`config.mk`:
```
export PLATFORM = sky130hd
export DESIGN_NAME = priv_1_12_trap_arbiter_flat
export DESIGN_NICKNAME = d
export VERILOG_FILES = /design/src/rtl/priv_1_12_trap_arbiter_if.sv /design/src/rtl/priv_1_12_trap_arbiter.sv /design/src/flat_wrapper.sv
export SDC_FILE = /design/constraint.sdc
export NUM_CORES = 1
export LEC_CHECK = 0
export BUFFER_PORTS_ARGS = -buffer_cell sky130_fd_sc_hd__buf_2
export CELL_PAD_IN_SITES_DETAIL_PLACEMENT = 1
export CELL_PAD_IN_SITES_GLOBAL_PLACEMENT = 1
export CORE_ASPECT_RATIO = 2
export CORE_MARGIN = 1.5
export CORE_UTILIZATION = 25
export DETAILED_ROUTE_END_ITERATION = 10
export PLACE_DENSITY_LB_ADDON = 0.1
export SLEW_MARGIN = 20
export SYNTH_ARGS = -nofsm -noshare
export SYNTH_HDL_FRONTEND = slang
export SYNTH_SLANG_ARGS = --single-unit
```
`constraint.sdc`:
```
create_clock -name i_clk -period 2.5 [get_ports i_clk]
set_clock_uncertainty 0.1 [all_clocks]
set_input_delay 0.5 -clock i_clk [delete_from_list [all_inputs] [get_ports i_clk]]
set_output_delay 0.5 -clock i_clk [all_outputs]
set_load 0.1 [all_outputs]
```
`src/rtl/priv_1_12_trap_arbiter_if.sv`:
```
// Signal bundle between the trap arbiter and its CSR/pipeline environment.
// The slave modport is the arbiter side; the master modport drives requests and observes results.
interface priv_1_12_trap_arbiter_if #(
  parameter int unsigned NUM_INT = 12,
  parameter int unsigned NUM_EXC = 16,
  parameter int unsigned XLEN    = 32
);
  logic [NUM_INT-1:0] i_int_src;
  logic [NUM_INT-1:0] i_int_clear;
  logic [NUM_INT-1:0] i_mie;
  logic               i_mstatus_mie;
  logic [NUM_EXC-1:0] i_exc_src;
  logic [XLEN-1:0]    i_epc;
  logic [XLEN-1:0]    i_tval_in;
  logic               i_pipe_clear;
  logic               i_mret;
  logic [XLEN-3:0]    i_mtvec_base;
  logic [1:0]         i_mtvec_mode;
  logic [XLEN-1:0]    i_mepc_in;

  logic [NUM_INT-1:0] o_mip;
  logic [XLEN-1:0]    o_next_mcause;
  logic [XLEN-1:0]    o_next_mepc;
  logic [XLEN-1:0]    o_next_mtval;
  logic               o_inject_trap;
  logic               o_inject_ret;
  logic               o_insert_pc;
  logic [XLEN-1:0]    o_priv_pc;
  logic               o_intr;
  logic               o_busy;

  modport slave (
    input  i_int_src, i_int_clear, i_mie, i_mstatus_mie, i_exc_src, i_epc, i_tval_in,
           i_pipe_clear, i_mret, i_mtvec_base, i_mtvec_mode, i_mepc_in,
    output o_mip, o_next_mcause, o_next_mepc, o_next_mtval, o_inject_trap, o_inject_ret,
           o_insert_pc, o_priv_pc, o_intr, o_busy
  );

  modport master (
    output i_int_src, i_int_clear, i_mie, i_mstatus_mie, i_exc_src, i_epc, i_tval_in,
           i_pipe_clear, i_mret, i_mtvec_base, i_mtvec_mode, i_mepc_in,
    input  o_mip, o_next_mcause, o_next_mepc, o_next_mtval, o_inject_trap, o_inject_ret,
           o_insert_pc, o_priv_pc, o_intr, o_busy
  );
endinterface

```
`src/rtl/priv_1_12_trap_arbiter.sv`:
```
// Machine-mode trap arbiter: latches pending interrupts, picks one trap (exceptions first),
// waits for the pipeline to drain, then commits it; also handles mret redirects from idle.
module priv_1_12_trap_arbiter #(
  parameter int unsigned NUM_INT = 12,
  parameter int unsigned NUM_EXC = 16,
  parameter int unsigned XLEN    = 32
) (
  input logic                     i_clk,
  input logic                     i_rst,
  priv_1_12_trap_arbiter_if.slave bus
);
  localparam int unsigned MaxSrc = (NUM_INT > NUM_EXC) ? NUM_INT : NUM_EXC;
  localparam int unsigned CodeW  = (MaxSrc > 1) ? $clog2(MaxSrc) : 1;

  typedef enum logic [1:0] {StIdle, StDrain, StCommit} state_e;

  state_e             r_state;
  state_e             w_state_d;
  logic [NUM_INT-1:0] r_mip;
  logic               r_intr;
  logic [CodeW-1:0]   r_code;
  logic [XLEN-1:0]    r_epc;
  logic [XLEN-1:0]    r_tval;

  logic [NUM_INT-1:0] w_int_pend;
  logic               w_int_vld;
  logic               w_exc_vld;
  logic [CodeW-1:0]   w_int_code;
  logic [CodeW-1:0]   w_exc_code;
  logic               w_trap_req;
  logic [XLEN-1:0]    w_base;
  logic [XLEN-1:0]    w_trap_pc;
  logic               w_inject_trap;
  logic               w_inject_ret;
  logic               w_insert_pc;
  logic [XLEN-1:0]    w_priv_pc;

  // Interrupts: highest index wins. Exceptions: lowest index wins.
  always_comb begin
    w_int_pend = r_mip & bus.i_mie & {NUM_INT{bus.i_mstatus_mie}};
    w_int_vld  = |w_int_pend;
    w_int_code = '0;
    for (int i = 0; i < int'(NUM_INT); i++) begin
      if (w_int_pend[i]) w_int_code = CodeW'(i);
    end
    w_exc_vld  = |bus.i_exc_src;
    w_exc_code = '0;
    for (int i = int'(NUM_EXC) - 1; i >= 0; i--) begin
      if (bus.i_exc_src[i]) w_exc_code = CodeW'(i);
    end
  end

  assign w_trap_req = (r_state == StIdle) && (w_exc_vld || w_int_vld);
  assign w_base     = {bus.i_mtvec_base, 2'b00};
  // Vector offset wraps naturally at XLEN bits.
  assign w_trap_pc  = (r_intr && (bus.i_mtvec_mode == 2'd1)) ?
                      w_base + (XLEN'(r_code) << 2) : w_base;

  always_comb begin
    w_state_d     = r_state;
    w_inject_trap = 1'b0;
    w_inject_ret  = 1'b0;
    w_insert_pc   = 1'b0;
    w_priv_pc     = '0;
    unique case (r_state)
      StIdle: begin
        if (w_trap_req) begin
          w_state_d = StDrain;
        end else if (bus.i_mret) begin
          w_insert_pc  = 1'b1;
          w_inject_ret = 1'b1;
          w_priv_pc    = bus.i_mepc_in;
        end
      end
      StDrain: begin
        if (bus.i_pipe_clear) w_state_d = StCommit;
      end
      StCommit: begin
        w_inject_trap = 1'b1;
        w_insert_pc   = 1'b1;
        w_priv_pc     = w_trap_pc;
        w_state_d     = StIdle;
      end
      default: w_state_d = StIdle;
    endcase
  end

  always_ff @(posedge i_clk) begin
    if (i_rst) begin
      r_state <= StIdle;
      r_mip   <= '0;
      r_intr  <= 1'b0;
      r_code  <= '0;
      r_epc   <= '0;
      r_tval  <= '0;
    end else begin
      r_state <= w_state_d;
      // Clear dominates set within the same cycle.
      r_mip   <= (r_mip | bus.i_int_src) & ~bus.i_int_clear;
      if (w_trap_req) begin
        r_intr <= !w_exc_vld;
        r_code <= w_exc_vld ? w_exc_code : w_int_code;
        r_epc  <= bus.i_epc;
        r_tval <= w_exc_vld ? bus.i_tval_in : '0;
      end
    end
  end

  // Outputs are forced quiet while reset is held, even before the reset edge lands.
  always_comb begin
    bus.o_mip         = i_rst ? '0 : r_mip;
    bus.o_next_mcause = i_rst ? '0 : {r_intr, (XLEN-1)'(r_code)};
    bus.o_next_mepc   = i_rst ? '0 : r_epc;
    bus.o_next_mtval  = i_rst ? '0 : r_tval;
    bus.o_inject_trap = !i_rst && w_inject_trap;
    bus.o_inject_ret  = !i_rst && w_inject_ret;
    bus.o_insert_pc   = !i_rst && w_insert_pc;
    bus.o_priv_pc     = i_rst ? '0 : w_priv_pc;
    bus.o_busy        = !i_rst && (r_state != StIdle);
    bus.o_intr        = !i_rst && (r_state != StIdle) && r_intr;
  end
endmodule
```
`src/flat_wrapper.sv`:
```
// flat-port wrapper written by rule: the top's interface ports become plain ports
module priv_1_12_trap_arbiter_flat 
#(
  parameter int unsigned NUM_INT = 12,
  parameter int unsigned NUM_EXC = 16,
  parameter int unsigned XLEN    = 32
)
  (i_clk, i_rst, bus_i_int_src, bus_i_int_clear, bus_i_mie, bus_i_mstatus_mie, bus_i_exc_src, bus_i_epc, bus_i_tval_in, bus_i_pipe_clear, bus_i_mret, bus_i_mtvec_base, bus_i_mtvec_mode, bus_i_mepc_in, bus_o_mip, bus_o_next_mcause, bus_o_next_mepc, bus_o_next_mtval, bus_o_inject_trap, bus_o_inject_ret, bus_o_insert_pc, bus_o_priv_pc, bus_o_intr, bus_o_busy);
  priv_1_12_trap_arbiter_if #(.NUM_INT(NUM_INT), .NUM_EXC(NUM_EXC), .XLEN(XLEN)) bus_i ();
  input logic i_clk;
  input logic i_rst;
  input wire logic [$bits(bus_i.i_int_src)-1:0] bus_i_int_src;
  input wire logic [$bits(bus_i.i_int_clear)-1:0] bus_i_int_clear;
  input wire logic [$bits(bus_i.i_mie)-1:0] bus_i_mie;
  input wire logic [$bits(bus_i.i_mstatus_mie)-1:0] bus_i_mstatus_mie;
  input wire logic [$bits(bus_i.i_exc_src)-1:0] bus_i_exc_src;
  input wire logic [$bits(bus_i.i_epc)-1:0] bus_i_epc;
  input wire logic [$bits(bus_i.i_tval_in)-1:0] bus_i_tval_in;
  input wire logic [$bits(bus_i.i_pipe_clear)-1:0] bus_i_pipe_clear;
  input wire logic [$bits(bus_i.i_mret)-1:0] bus_i_mret;
  input wire logic [$bits(bus_i.i_mtvec_base)-1:0] bus_i_mtvec_base;
  input wire logic [$bits(bus_i.i_mtvec_mode)-1:0] bus_i_mtvec_mode;
  input wire logic [$bits(bus_i.i_mepc_in)-1:0] bus_i_mepc_in;
  output wire logic [$bits(bus_i.o_mip)-1:0] bus_o_mip;
  output wire logic [$bits(bus_i.o_next_mcause)-1:0] bus_o_next_mcause;
  output wire logic [$bits(bus_i.o_next_mepc)-1:0] bus_o_next_mepc;
  output wire logic [$bits(bus_i.o_next_mtval)-1:0] bus_o_next_mtval;
  output wire logic [$bits(bus_i.o_inject_trap)-1:0] bus_o_inject_trap;
  output wire logic [$bits(bus_i.o_inject_ret)-1:0] bus_o_inject_ret;
  output wire logic [$bits(bus_i.o_insert_pc)-1:0] bus_o_insert_pc;
  output wire logic [$bits(bus_i.o_priv_pc)-1:0] bus_o_priv_pc;
  output wire logic [$bits(bus_i.o_intr)-1:0] bus_o_intr;
  output wire logic [$bits(bus_i.o_busy)-1:0] bus_o_busy;
  assign bus_i.i_int_src = bus_i_int_src;
  assign bus_i.i_int_clear = bus_i_int_clear;
  assign bus_i.i_mie = bus_i_mie;
  assign bus_i.i_mstatus_mie = bus_i_mstatus_mie;
  assign bus_i.i_exc_src = bus_i_exc_src;
  assign bus_i.i_epc = bus_i_epc;
  assign bus_i.i_tval_in = bus_i_tval_in;
  assign bus_i.i_pipe_clear = bus_i_pipe_clear;
  assign bus_i.i_mret = bus_i_mret;
  assign bus_i.i_mtvec_base = bus_i_mtvec_base;
  assign bus_i.i_mtvec_mode = bus_i_mtvec_mode;
  assign bus_i.i_mepc_in = bus_i_mepc_in;
  assign bus_o_mip = bus_i.o_mip;
  assign bus_o_next_mcause = bus_i.o_next_mcause;
  assign bus_o_next_mepc = bus_i.o_next_mepc;
  assign bus_o_next_mtval = bus_i.o_next_mtval;
  assign bus_o_inject_trap = bus_i.o_inject_trap;
  assign bus_o_inject_ret = bus_i.o_inject_ret;
  assign bus_o_insert_pc = bus_i.o_insert_pc;
  assign bus_o_priv_pc = bus_i.o_priv_pc;
  assign bus_o_intr = bus_i.o_intr;
  assign bus_o_busy = bus_i.o_busy;
  priv_1_12_trap_arbiter #(.NUM_INT(NUM_INT), .NUM_EXC(NUM_EXC), .XLEN(XLEN)) u_core (.i_clk(i_clk), .i_rst(i_rst), .bus(bus_i));
endmodule
```
== Word-level counts from Yosys, hierarchy flattened ==
Cells that the tools add are included.
Word-level totals
  bits in registers: 83
  input port bits: 185
  output and inout port bits: 145
  word-level logic and storage cells: 78
Operators by class
  bitwise logic cells: 5
  add/sub/neg operators: 1
  eq/ne operators: 5
  mux-type cells: 46
  reductions and logical operators: 15
Operators by type and width (number)
  32-bit two-way mux: 8
  4-bit two-way mux: 27
  32-bit case mux with 2 select lines: 1
  12-bit bitwise AND: 3
  32-bit by 6-bit adder with 32-bit output: 1
  16-bit OR reduction: 1
  12-bit two-way mux: 1
  12-bit inverter: 1
  12-bit bitwise OR: 1
  12-bit OR reduction: 1
  1-bit logical AND: 7
  1-bit two-way mux: 5
  2-bit by 1-bit equality test with 1-bit output (second input constant): 2
  2-bit two-way mux: 2
  2-bit case mux with 2 select lines: 1
  2-bit equality test (second input constant): 1
  1-bit zero test: 2
  2-bit zero test: 1
  2-bit by 1-bit != test with 1-bit output (second input constant): 1
  2-bit != test (second input constant): 1
  1-bit case mux with 2 select lines: 1
  2-bit AND reduction: 1
  2-bit nonzero test: 1
  1-bit logical OR: 1

== Logic depth before layout (Yosys ltp) ==
  depth in word-level cells: 17
  gate-level depth with buffers: 8
  mapped depth without buffers: 8

== Worst setup path before layout ==
OpenSTA, ideal clock, no wires.
  path type: input port to output port
  start point: input port bus_i_mtvec_base[0]
  end point: output port bus_o_priv_pc[14]
  stages: 8
  data required time: 1.900 ns
  buffers on the path: 0
  setup slack: -2.101 ns
  data arrival time: 4.001 ns
  path through: ha_1 -> fa_1 -> a21o_1 -> a21oi_1 -> nor3_1 -> nand4_1 -> xor2_1 -> o21ai_0
On the way
  cells in the longest elaborated chain, start to end: 4
RTL lines
  start: declaration: RTL line flat_wrapper.sv:21  | input wire logic [$bits(bus_i.i_mtvec_base)-1:0] bus_i_mtvec_base;
  32-bit by 6-bit adder with 32-bit output: RTL line priv_1_12_trap_arbiter.sv:57  | w_base + (XLEN'(r_code) << 2) : w_base;
  32-bit two-way mux: RTL line priv_1_12_trap_arbiter.sv:56  | assign w_trap_pc = (r_intr && (bus.i_mtvec_mode == 2'd1)) ?
  32-bit case mux with 2 select lines: RTL line priv_1_12_trap_arbiter.sv:65  | unique case (r_state)
  32-bit two-way mux: RTL line priv_1_12_trap_arbiter.sv:118  | bus.o_priv_pc = i_rst ? '0 : w_priv_pc;
  end: declaration: RTL line flat_wrapper.sv:31  | output wire logic [$bits(bus_i.o_priv_pc)-1:0] bus_o_priv_pc;
Every way passes these cells.

== Worst setup path in the final report ==
  start point: register u_core.r_code[0]
  end point: output port bus_o_priv_pc[14]
On the way
  cells in the longest elaborated chain, start to end: 4
RTL lines
  start: declaration: RTL line priv_1_12_trap_arbiter.sv:21  | logic [CodeW-1:0] r_code;
  start signal: assignment: RTL line priv_1_12_trap_arbiter.sv:102  | r_code <= w_exc_vld ? w_exc_code : w_int_code;
  32-bit by 6-bit adder with 32-bit output: RTL line priv_1_12_trap_arbiter.sv:57
  32-bit two-way mux: RTL line priv_1_12_trap_arbiter.sv:56
  32-bit case mux with 2 select lines: RTL line priv_1_12_trap_arbiter.sv:65
  32-bit two-way mux: RTL line priv_1_12_trap_arbiter.sv:118
Every way passes these cells.

==> impl_metrics.tcl <==
set metrics [dict create \
    yosysWarnings 0 \
    ys_seq_area_share_pct 35.5 \
    vias 5703 \
    gr-total-overflow 0 \
    routed_wirelength_um 21500 \
    ctsHoldBuffers 0 \
    core.rowCount 70 \
    hold_end "u_core.r_mip[10]" \
    dr.pass1.iters 4 \
    dp_slack_ns -0.549 \
    arrival_ns 2.46 \
    crit_type "flip-flop to primary output" \
    fin_ws_ns -0.559 \
    maxSlewHeadroom_pct 60.4 \
    port_buffers 302 \
    antenna_found_initial 2 \
    period_share_pct 122 \
    min_delay_path_depth 2 \
    synth-seq-cells 83 \
    start_util_pct 25.6 \
    start_kind "flip-flop" \
    power_mw 4.73 \
    setup_viol 33 \
    hp-start "bus_i_int_clear[10]" \
    synthFlopType "dfxtp_1" \
    rsz0062_at_grt "true" \
    synthToLayoutAreaGrowth_pct 115 \
    startpoint "u_core.r_code[0]" \
    clk_path_buf_depth 2 \
    first_global_vias 6563 \
    r2r-start "u_core.r_mip[7]" \
    avgSynthCellArea_sq_um 8.38 \
    cts.sinks 83 \
    ios 330 \
    power_density_nw_per_um2 470 \
    drv_cap 0 \
    cts_tree "yes" \
    grt_max_degree 52 \
    rrSetupSlack_ns 0.27 \
    vias_per_cell 4.83 \
    clkLatencyLatePin_ns 0.34 \
    slew_violations 0 \
    hold_violations 0 \
    ys_types 52 \
    fmax_mhz 327 \
    die_width_um 99.8 \
    nets 1147 \
    wl_per_cell_um 18.2 \
    coreArea_sq_um 18300 \
    synthArstFlopShare_pct 0 \
    root_buffer "clkbuf_16" \
    syn-cell-area_sq_um 4690 \
    clk_pin_slew_ns 0.06 \
    antenna_left 0 \
    synthCells 559 \
    synth_edf_count 0 \
    drtIter0Drc 92 \
    drc 0 \
    setup_tns_ns -13.85 \
    grt_usage_pct 21.1 \
    worst_r2r_path_depth 11 \
    die-height_um 197 \
    cts_buffers 9 \
    cp.required_ns 1.90 \
    ir_drop_uv 470 \
    cp-end-kind "primary output" \
    fp.dieArea_sq_um 19600 \
    htreeDepth 3 \
    place_hpwl_um 17000 \
    tightest_slew_ns 0.579 \
    p_leak_nw 4.54 \
    violations "negative setup slack" \
    gp_congestion 0.832 \
    status "complete, but fails checks" \
    drive_above_1_share_pct 66.6 \
    crit_fanout 4 \
    grt_pass1_wl_um 32400 \
    r2r_end "u_core.r_code[3]" \
    hp-class "input port to flip-flop" \
    fin_crit_ns 3.06 \
]
[synthesized netlist by cell type (2+ instances only)]
cell type | number | area [sq um]
a21oi_1 | 9 | 45.0
a22oi_1 | 5 | 37.5
inv_1 | 9 | 33.8
nor4_1 | 2 | 12.5
nor3_1 | 22 | 110
nand4_1 | 6 | 37.5
mux2i_1 | 2 | 20.0
a311oi_1 | 2 | 17.5
o31ai_1 | 3 | 22.5
nor4_2 | 6 | 75.1
and4_1 | 2 | 17.5
a21o_1 | 2 | 15.0
buf_2 | 7 | 35.0
nor2b_1 | 84 | 526
a211oi_1 | 5 | 37.5
buf_1 | 2 | 7.51
xnor2_1 | 17 | 149
clkbuf_1 | 22 | 82.6
nor3_2 | 3 | 30.0
nand2_1 | 49 | 184
ha_1 | 4 | 50.1
nor2_1 | 40 | 150
o21ai_1 | 11 | 55.1
o22a_1 | 33 | 289
o21ai_0 | 22 | 110
nand3_1 | 9 | 45.0
xor2_1 | 10 | 87.6
and2_1 | 3 | 18.8
a22o_1 | 35 | 307
buf_4 | 27 | 203
and3_1 | 3 | 18.8
dfxtp_1 | 83 | 1660
[power by group]
group | total [mW] | leakage, nW | internal (mW) | switching [mW]
sequential | 1.49 | 0.692 | 1.45 | 0.0351
combinational | 2.01 | 3.72 | 0.712 | 1.30
clock | 1.24 | 0.132 | 0.695 | 0.545
total | 4.73 | 4.54 | 2.86 | 1.88
[sequential cells by signal, indices dropped and copies added, names as in the netlist]
name / count
u_core.r_code: 4
u_core.r_tval: 32
u_core.r_mip: 12
u_core.r_intr: 1
u_core.r_state: 2
u_core.r_epc: 32
[final cells by class]
class,count,area (sq um)
inverter,9,37.5
fill,2053,8240
antenna,3,7.51
multi-input combinational,435,3930
clock inverter,4,26.3
clock buffer,11,243
tap,216,270
sequential,83,1680
timing repair buffer,419,3880
[kinds of logic (layout without fill, tap and decap cells)]
group | after synthesis | in the layout | synth area share [%]
AO/OA/AOI/OAI | 135 | 135 | 21.5
XOR/XNOR | 27 | 27 | 5.05
adder cells (fa/ha/maj) | 5 | 5 | 1.50
buffers and inverters | 67 | 443 | 7.72
flip-flops | 83 | 83 | 35.5
multiplexers | 2 | 2 | 0.427
other | 1 | 30 | 0.0800
AND/OR/NAND/NOR | 239 | 239 | 28.3
[critical path, cell delays in order (launching register included)]
cell	delay, ns
dfxtp_2	0.34
ha_4	0.16
fa_2	0.34
a21o_1	0.21
a21oi_4	0.25
buf_6	0.15
nor3_4	0.05
nand4_1	0.16
xor2_2	0.20
o21ai_4	0.08
buf_12	0.17
[through the flow]
stage / utilization (%) / instance area, sq um / hold slack, ns / cells
floorplan: - / 5610 / 0.361 / 585
global placement: 50.0 / 9160 / 0.388 / 1142
detailed placement: 50.0 / 9160 / 0.417 / 1142
CTS: 53.6 / 9820 / 0.207 / 1169
global route: 55.0 / 10100 / 0.210 / 1180
finish: 55.0 / 10100 / 0.216 / 1180
[metal layers]
metal  track usage [%]  vias to the layer above  wire length (um)
li1                  -                     2708                 -
met5                 0                        -                 0
met1              18.0                     2724              6410
met3              4.15                       38              1260
met2              44.9                      233             13200
met4              8.40                        0               686
[cell usage in the layout, fill, tap and decap left out, types with 5 or more instances in the layout]
| cell | count |
|---|---|
| buf_2 | 211 |
| inv_1 | 8 |
| xor2_2 | 9 |
| a21oi_1 | 7 |
| xnor2_2 | 13 |
| dfxtp_2 | 5 |
| dfxtp_1 | 76 |
| nor4_4 | 7 |
| buf_6 | 13 |
| nor3_4 | 6 |
| a22o_1 | 32 |
| conb_1 | 27 |
| clkbuf_16 | 10 |
| nand2_4 | 8 |
| buf_12 | 95 |
| o22a_1 | 33 |
| o21ai_4 | 28 |
| nor2b_2 | 81 |
| nand3_1 | 7 |
| a22oi_2 | 5 |
| nand2_1 | 37 |
| nor3_1 | 18 |
| nand4_1 | 6 |
| buf_4 | 98 |
| nor2_1 | 32 |
| o21ai_0 | 5 |
[what timing repair did]
| action | in CTS | in global routing |
|---|---|---|
| setup buffers | 13 | 12 |
| cloned | 1 | 2 |
| resized for setup | 56 | 36 |
| pin swaps | 43 | 52 |
| endpoints found under the setup margin | 34 | 34 |
[worst max-delay path by stage]
stage | end | slack, ns | cells after the start
floorplan | bus_o_priv_pc[29] | -0.56 | 7
global placement | bus_o_priv_pc[22] | -0.52 | 10
detailed placement | bus_o_priv_pc[28] | -0.55 | 9
CTS | bus_o_priv_pc[22] | -0.59 | 9
global route | bus_o_priv_pc[14] | -0.65 | 10
finish | bus_o_priv_pc[14] | -0.56 | 10
(Power assumes the default switching activity.)
